<file path="config.mk">
export PLATFORM = sky130hd
export DESIGN_NAME = mc_buffer_arbiter_flat
export DESIGN_NICKNAME = d
export VERILOG_FILES = /design/src/rtl/mc_buffer_arbiter_if.sv /design/src/rtl/mc_buffer_arbiter.sv /design/src/flat_wrapper.sv
export SDC_FILE = /design/constraint.sdc
export NUM_CORES = 1
export LEC_CHECK = 0
export BUFFER_PORTS_ARGS = -buffer_cell sky130_fd_sc_hd__buf_2
export CORE_AREA = 5 5 128 130
export DETAILED_ROUTE_END_ITERATION = 16
export DIE_AREA = 0 0 133 135
export GPL_ROUTABILITY_DRIVEN = 0
export PLACE_DENSITY = 0.61
export SYNTH_ARGS = -nofsm -noshare
export SYNTH_HDL_FRONTEND = slang
export SYNTH_SLANG_ARGS = --single-unit
</file>
<file path="constraint.sdc">
create_clock -name clk -period 1.91 [get_ports clk]
set_input_delay 0.4775 -clock clk [delete_from_list [all_inputs] [get_ports clk]]
set_output_delay 0.4775 -clock clk [all_outputs]
set_load 0.03 [all_outputs]
</file>
<file path="src/rtl/mc_buffer_arbiter_if.sv">
// mc_buffer_arbiter_if: requester and data-buffer signals shared by the arbiter and its environment
interface mc_buffer_arbiter_if #(
  parameter int NUM_REQ    = 4,
  parameter int DATA_WIDTH = 64,
  parameter int IDW        = (NUM_REQ > 1) ? $clog2(NUM_REQ) : 1
);
  logic [NUM_REQ-1:0]            req_valid;
  logic [NUM_REQ*DATA_WIDTH-1:0] req_data;
  logic [NUM_REQ-1:0]            req_ready;
  logic                          buf_full;
  logic                          buf_write_request;
  logic [DATA_WIDTH-1:0]         buf_data_in;
  logic                          grant_valid;
  logic [IDW-1:0]                grant_id;
  modport master (
    output req_valid, req_data, buf_full,
    input  req_ready, buf_write_request, buf_data_in, grant_valid, grant_id
  );
  modport slave (
    input  req_valid, req_data, buf_full,
    output req_ready, buf_write_request, buf_data_in, grant_valid, grant_id
  );
endinterface

</file>
<file path="src/rtl/mc_buffer_arbiter.sv">
// mc_buffer_arbiter: round-robin burst arbiter sharing one data-buffer write port among NUM_REQ requesters
module mc_buffer_arbiter #(
  parameter int NUM_REQ    = 4,
  parameter int DATA_WIDTH = 64,
  parameter int BURST_LEN  = 4,
  parameter int IDW        = (NUM_REQ > 1) ? $clog2(NUM_REQ) : 1,
  parameter int BW         = $clog2(BURST_LEN + 1)
) (
  input logic clk,
  input logic reset,
  mc_buffer_arbiter_if.slave bus
);
  typedef enum logic {IDLE, BURST} state_t;
  state_t         state, state_nxt;
  logic [IDW-1:0] rr_ptr, rr_nxt, grant_id, gid_nxt, pick;
  logic [BW-1:0]  beat_cnt, cnt_nxt;
  logic           found, burst, xfer;
  always_comb begin
    found = 1'b0;
    pick  = '0;
    for (int k = 0; k < NUM_REQ; k++) begin
      if (!found && bus.req_valid[(int'(rr_ptr) + k) % NUM_REQ]) begin
        found = 1'b1;
        pick  = IDW'((int'(rr_ptr) + k) % NUM_REQ);
      end
    end
  end
  // outputs are masked during reset so an aborted burst never writes in the reset cycle
  assign burst                 = (state == BURST) && !reset;
  assign xfer                  = burst && bus.req_valid[grant_id] && !bus.buf_full;
  assign bus.grant_valid       = burst;
  assign bus.grant_id          = reset ? '0 : grant_id;
  assign bus.req_ready         = (burst && !bus.buf_full) ? (NUM_REQ'(1) << grant_id) : '0;
  assign bus.buf_write_request = xfer;
  assign bus.buf_data_in       = burst ? bus.req_data[grant_id*DATA_WIDTH +: DATA_WIDTH] : '0;
  always_comb begin
    state_nxt = state;
    gid_nxt   = grant_id;
    cnt_nxt   = beat_cnt;
    rr_nxt    = rr_ptr;
    if (state == IDLE) begin
      if (found) begin
        state_nxt = BURST;
        gid_nxt   = pick;
        cnt_nxt   = '0;
      end
    end else if (!bus.req_valid[grant_id] || (xfer && beat_cnt == BW'(BURST_LEN - 1))) begin
      state_nxt = IDLE;
      rr_nxt    = (grant_id == IDW'(NUM_REQ - 1)) ? '0 : grant_id + 1'b1;
    end else if (xfer) begin
      cnt_nxt = beat_cnt + 1'b1;
    end
  end
  always_ff @(posedge clk) begin
    if (reset) begin
      state    <= IDLE;
      rr_ptr   <= '0;
      grant_id <= '0;
      beat_cnt <= '0;
    end else begin
      state    <= state_nxt;
      rr_ptr   <= rr_nxt;
      grant_id <= gid_nxt;
      beat_cnt <= cnt_nxt;
    end
  end
endmodule

</file>
<file path="src/flat_wrapper.sv">
// flat-port wrapper written by rule: the top's interface ports become plain ports
module mc_buffer_arbiter_flat 
#(
  parameter int NUM_REQ    = 4,
  parameter int DATA_WIDTH = 64,
  parameter int BURST_LEN  = 4,
  parameter int IDW        = (NUM_REQ > 1) ? $clog2(NUM_REQ) : 1,
  parameter int BW         = $clog2(BURST_LEN + 1)
)
  (clk, reset, bus_req_valid, bus_req_data, bus_buf_full, bus_req_ready, bus_buf_write_request, bus_buf_data_in, bus_grant_valid, bus_grant_id);
  mc_buffer_arbiter_if #(.NUM_REQ(NUM_REQ), .DATA_WIDTH(DATA_WIDTH), .IDW(IDW)) bus_i ();
  input logic clk;
  input logic reset;
  input wire logic [$bits(bus_i.req_valid)-1:0] bus_req_valid;
  input wire logic [$bits(bus_i.req_data)-1:0] bus_req_data;
  input wire logic [$bits(bus_i.buf_full)-1:0] bus_buf_full;
  output wire logic [$bits(bus_i.req_ready)-1:0] bus_req_ready;
  output wire logic [$bits(bus_i.buf_write_request)-1:0] bus_buf_write_request;
  output wire logic [$bits(bus_i.buf_data_in)-1:0] bus_buf_data_in;
  output wire logic [$bits(bus_i.grant_valid)-1:0] bus_grant_valid;
  output wire logic [$bits(bus_i.grant_id)-1:0] bus_grant_id;
  assign bus_i.req_valid = bus_req_valid;
  assign bus_i.req_data = bus_req_data;
  assign bus_i.buf_full = bus_buf_full;
  assign bus_req_ready = bus_i.req_ready;
  assign bus_buf_write_request = bus_i.buf_write_request;
  assign bus_buf_data_in = bus_i.buf_data_in;
  assign bus_grant_valid = bus_i.grant_valid;
  assign bus_grant_id = bus_i.grant_id;
  mc_buffer_arbiter #(.NUM_REQ(NUM_REQ), .DATA_WIDTH(DATA_WIDTH), .BURST_LEN(BURST_LEN), .IDW(IDW), .BW(BW)) u_core (.clk(clk), .reset(reset), .bus(bus_i));
endmodule
</file>
# Word-level counts from Yosys, hierarchy flattened
# Cells that the tools add are included.
# Widths: inputs -> output; s select.
op_classes:
  add_sub_neg: 5
  order_cmp: 5
  n_eq_ne: 4
  shifts: 2
  n_mux: 32
  bitwise: 4
  reduce_logical: 22
op_table:
  columns: ["op", "count"]
  rows:
  - ["$shiftx 256x9->64", 1]
  - ["$mux 64", 1]
  - ["$mux 1", 15]
  - ["$lt 3x4->1 const B", 3]
  - ["$mux 2", 6]
  - ["$mux 3", 4]
  - ["$bmux 1 s2", 5]
  - ["$logic_and 1x1->1", 8]
  - ["$logic_not 1->1", 6]
  - ["$lt 2x3->1 const B", 2]
  - ["$reduce_or 2->1", 3]
  - ["$add 2x1->2 const B", 2]
  - ["$add 2x2->2 const B", 2]
  - ["$mux 4", 1]
  - ["$ne 2x2->1 const B", 2]
  - ["$reduce_and 2->1", 2]
  - ["$shl 1x2->4 const A", 1]
  - ["$add 3x1->3 const B", 1]
  - ["$and 1x1->1 const A", 3]
  - ["$eq 3x2->1 const B", 1]
  - ["$reduce_and 3->1", 1]
  - ["$eq 2x2->1 const B", 1]
  - ["$reduce_bool 2->1", 1]
  - ["$logic_or 1x1->1", 1]
  - ["$not 1->1", 1]
totals:
  ff_bits: 8
  input_bits: 263
  output_inout_bits: 72
  wordCells: 78

# Longest topological paths before layout
depth:
  word_depth: 16
  ltp_mapped: 6
  ltp_nobuf: 6

# Worst setup path before layout
# OpenSTA, ideal clock, no wires.
synth_timing:
  kind: "reg2out"
  start: "register u_core.grant_id[0]"
  end: "output bus_buf_data_in[10]"
  arrival_ns: 1.540
  t_required_ns: 1.432
  setup_slack_ns: -0.108
  stages_incl_launch_ff: 5
  path_buffers: 2
  cell_sequence: "dfxtp_1 -> buf_6 -> buf_2 -> mux4_2 -> and2_1"
synth_between:
  elab_chain_len: 2
synth_lines:
  columns: ["element", "line_no", "rtl"]
  rows:
  - ["from (decl)", "mc_buffer_arbiter.sv:15", "logic [IDW-1:0] rr_ptr, rr_nxt, grant_id, gid_nxt, pick;"]
  - ["from (signal assigned)", "mc_buffer_arbiter.sv:63", "grant_id <= gid_nxt;"]
  - ["$shiftx 256x9->64", "mc_buffer_arbiter.sv:35", "assign bus.buf_data_in = burst ? bus.req_data[grant_id*DATA_WIDTH +: DATA_WIDTH] : '0;"]
  - ["$mux 64", "mc_buffer_arbiter.sv:35", null]
  - ["to (decl)", "flat_wrapper.sv:19", "output wire logic [$bits(bus_i.buf_data_in)-1:0] bus_buf_data_in;"]
# Every way passes these cells.

# Final worst setup path
layout_timing:
  start: "register u_core.grant_id[0]"
  end: "output bus_buf_data_in[0]"
# Same word-level chain as after synthesis.

==> summary.txt <==
Die
  – Die area: 0.0180 mm2
  – Die W: 133 um
  – Starting density of the core: 0.172
  – Num rows: 45
  – Top Ports: 335
  – Die height: 135 um
  – Core ar.: 0.0150 mm2

Worst setup path
  – Crit path depth: 5
  – Setup crit start kind: register
  – CP top delay family: multiplexers
  – CP max stage delay: 0.50 ns
  – Sum of buffers and inverters on the critical path: 3
  – Worst Path Required: 1.43 ns
  – Depth of the most critical reg-to-reg path: 5
  – Reg2reg setup slack: 0.14 ns
  – Crit-path cells: buf_12, clkbuf_16, mux4_2, and2_4, buf_6
  – CP Max Fanout: 8
  – Crit path kind: reg -> out
  – Slowest CP cell: mux4_2
  – Worst Setup End Kind: primary output
  – Crit path DAT: 1.73 ns

Yosys
  – Sequential area share after synthesis: 0.0618
  – Yosys reg bits: 8
  – Synthesis Warnings: 0
  – Number of distinct library cells after synthesis: 34
  – Top_reg_cell synth: dfxtp_1
  – Post-synth EDFFs: 0
  – Ys async rst share: 0
  – Synth Instances: 223
  – Synthesized Nets: 492
  – Synth Cell Area: 0.00259 mm2
  – Mean Syn Cell Area: 11.6 um2

Timing
  – Worst Tran Pin Value: 0.276 ns
  – Max Transition Viols Final: 0
  – Final setup margin: -0.301 ns
  – Fin. Hold Viols: 0
  – Final period util: 1.16
  – RSZ-0062 raised after global routing: true
  – Slew HR: 0.816
  – Final Skew: 0.00495 ns
  – Fin crit period: 2.21 ns
  – Final Setup Violations: 67
  – Max Freq: 452 MHz

Cells and area
  – Area Overhead vs Synth: 118%
  – Layout filler cell count: 1483
  – Final non-filler cell total: 759
  – Nets: 840
  – Layout cells sized above 1: 0.902

Detailed routing
  – WL/cell: 20.4 um
  – Initial DRC Count: 204
  – Antenna Nets Post-Route: 0
  – Final wirelength: 15500 um
  – Via count: 3556
  – Drt drc: 0
  – Vias per Instance: 4.69
  – Initial DRT Pass Iterations: 4

Power and ir drop
  – Sw Ratio: 0.355
  – Int Pwr: 1.42 mW
  – Logic gate share of total power: 0.746
  – Sequential power share: 0.090
  – Psw: 781 uW
  – Final Power: 2.20 mW
  – Cell Pwr Density: 390 mW/mm2
  – Max VDD drop: 338 uV
  – P_leak: 2.65 nW
  – Clock Power Share: 0.165

Outcome
  – Failing checks: negative setup slack
  – Status: finished with violations

Clock network
  – CTS tree: done
  – Worst-skew pair later-pin latency: 0.23 ns
  – CTS Buf Count: 3
  – Clock Root Buffer: clkbuf_16
  – Clk sinks: 8
  – H-tree depth: 1
  – CTS Hold Bufs: 0
  – Clk pin slew, worst setup/hold paths: 0.04 ns
  – Clock Path Buffers: 2

GRT
  – Total global routing overflow: 0
  – Initial antenna violation count: 2
  – Vias in the first global route: 3692
  – Largest net degree at the start of global routing: 35
  – First-pass GRT wire length: 20800 um
  – Gr usage total: 0.145

Hold path
  – Hold Path Depth: 1
  – Worst min path class: reg -> reg

Placement
  – Buffers added on ports: 334
  – Post-Place Cells: 738
  – DP Wirelength: 12200 um

Job
  – Max-cap violation count: 0
[worst reg2reg max path, cell delays in order (launching register included)]
cell and delay (ns):
dfxtp_4 0.37, buf_4 0.17, mux4_2 0.52, buf_4 0.16, nand3_2 0.10, mux2_2 0.33
[timing repair]
action | CTS | global route
setup buffers | 6 | 3
setup endpoints to repair | 67 | 70
pin swaps | 2 | 44
resized for setup | 129 | 133
gates cloned | 1 | 8
[sequential cells by signal, summed over array words and instances (netlist names)]
name,cells
u_core.grant_id,2
u_core.rr_ptr,2
u_core.state,1
u_core.beat_cnt,3
[logic make-up (layout without fill, tap and decap cells)]
kind of cell,after synthesis,count (layout),share of synthesized area
AO/OA/AOI/OAI,16,16,0.0468
adder cells (fa/ha/maj),6,6,0.0290
buffers and inverters,31,378,0.0574
flip-flops,8,8,0.0618
multiplexers,69,69,0.581
other,0,1,0
AND/OR/NAND/NOR,93,93,0.224
[per-stage QoR]
step	cell area, um2	setup TNS [ns]	hold WS (ns)	util	worst slack (ns)
6_report	5640	-16.62	0.508	0.375	-0.301
5_1_grt	5640	-19.69	0.541	0.375	-0.338
4_1_cts	5160	-20.09	0.505	0.343	-0.365
3_5_place_dp	4650	-5.49	0.499	0.310	-0.129
3_3_place_gp	4650	-4.88	0.481	0.310	-0.112
2_1_floorplan	2670	-0.751	0.452	-	-0.0171
[power by group through the flow]
stage | Clock, mW | Sequential [mW] | Combinational, mW
6_report | 0.363 | 0.197 | 1.64
5_1_grt | 0.375 | 0.200 | 1.74
4_1_cts | 0.370 | 0.200 | 1.43
3_5_place_dp | 0 | 0.199 | 1.27
3_3_place_gp | 0 | 0.198 | 1.26
2_1_floorplan | 0 | 0.192 | 0.785
[cells in the mapped netlist (2+ instances only)]
library cell,n,area share
nor2b_1,2,0.0048
nor3b_1,2,0.0058
and2_1,69,0.17
nor2_1,5,0.0072
nand2b_1,3,0.0072
ha_1,6,0.029
nand2_1,4,0.0058
inv_1,6,0.0087
a21oi_1,4,0.0077
nand4b_1,2,0.0068
clkbuf_1,8,0.012
buf_2,14,0.027
o21ai_0,3,0.0058
mux2i_1,2,0.0077
dfxtp_1,8,0.062
buf_6,2,0.0087
mux4_2,65,0.56
o221ai_1,2,0.0068
[path summary, 6_finish.rpt]
kind	start	to
hold reg to reg	u_core.beat_cnt[0]	u_core.beat_cnt[0]
setup reg to reg	u_core.grant_id[0]	u_core.beat_cnt[1]
setup / recovery	u_core.grant_id[0]	bus_buf_data_in[0]
hold / removal	u_core.beat_cnt[0]	u_core.beat_cnt[0]
[layout by cell type (no fill, tap or decap), types with 2 or more instances in the layout]
cell type,instances
buf_2,264
buf_6,72
and2_4,67
mux4_2,65
buf_4,12
clkbuf_16,9
buf_12,9
dfxtp_1,6
inv_1,5
nor2_1,4
nand2_1,4
a21oi_1,4
nand2b_1,3
o21ai_0,3
ha_1,3
ha_2,3
buf_16,3
and2_1,2
mux2i_1,2
nor3b_1,2
nand4b_1,2
o221ai_1,2
dfxtp_4,2
[metal layers]
layer	vias up	routed length, um	part of all wire	global-route usage
li1	1587	-	-	-
met1	1757	5870	0.38	0.180
met2	194	7990	0.52	0.259
met3	18	1420	0.092	0.0384
met4	0	174	0.011	0.0185
met5	-	0	0	0
[final cells by class]
cell class	instances	area [um2]	area share
diodes	1	2.50	0.000443
clock buffers	4	78.8	0.0140
flip-flops and latches	8	168	0.0297
multi-input cells	184	2480	0.439
inverters	7	30.0	0.00532
well taps	188	235	0.0417
repair buffers	367	2650	0.470
Power figures use the tool's default switching activity.
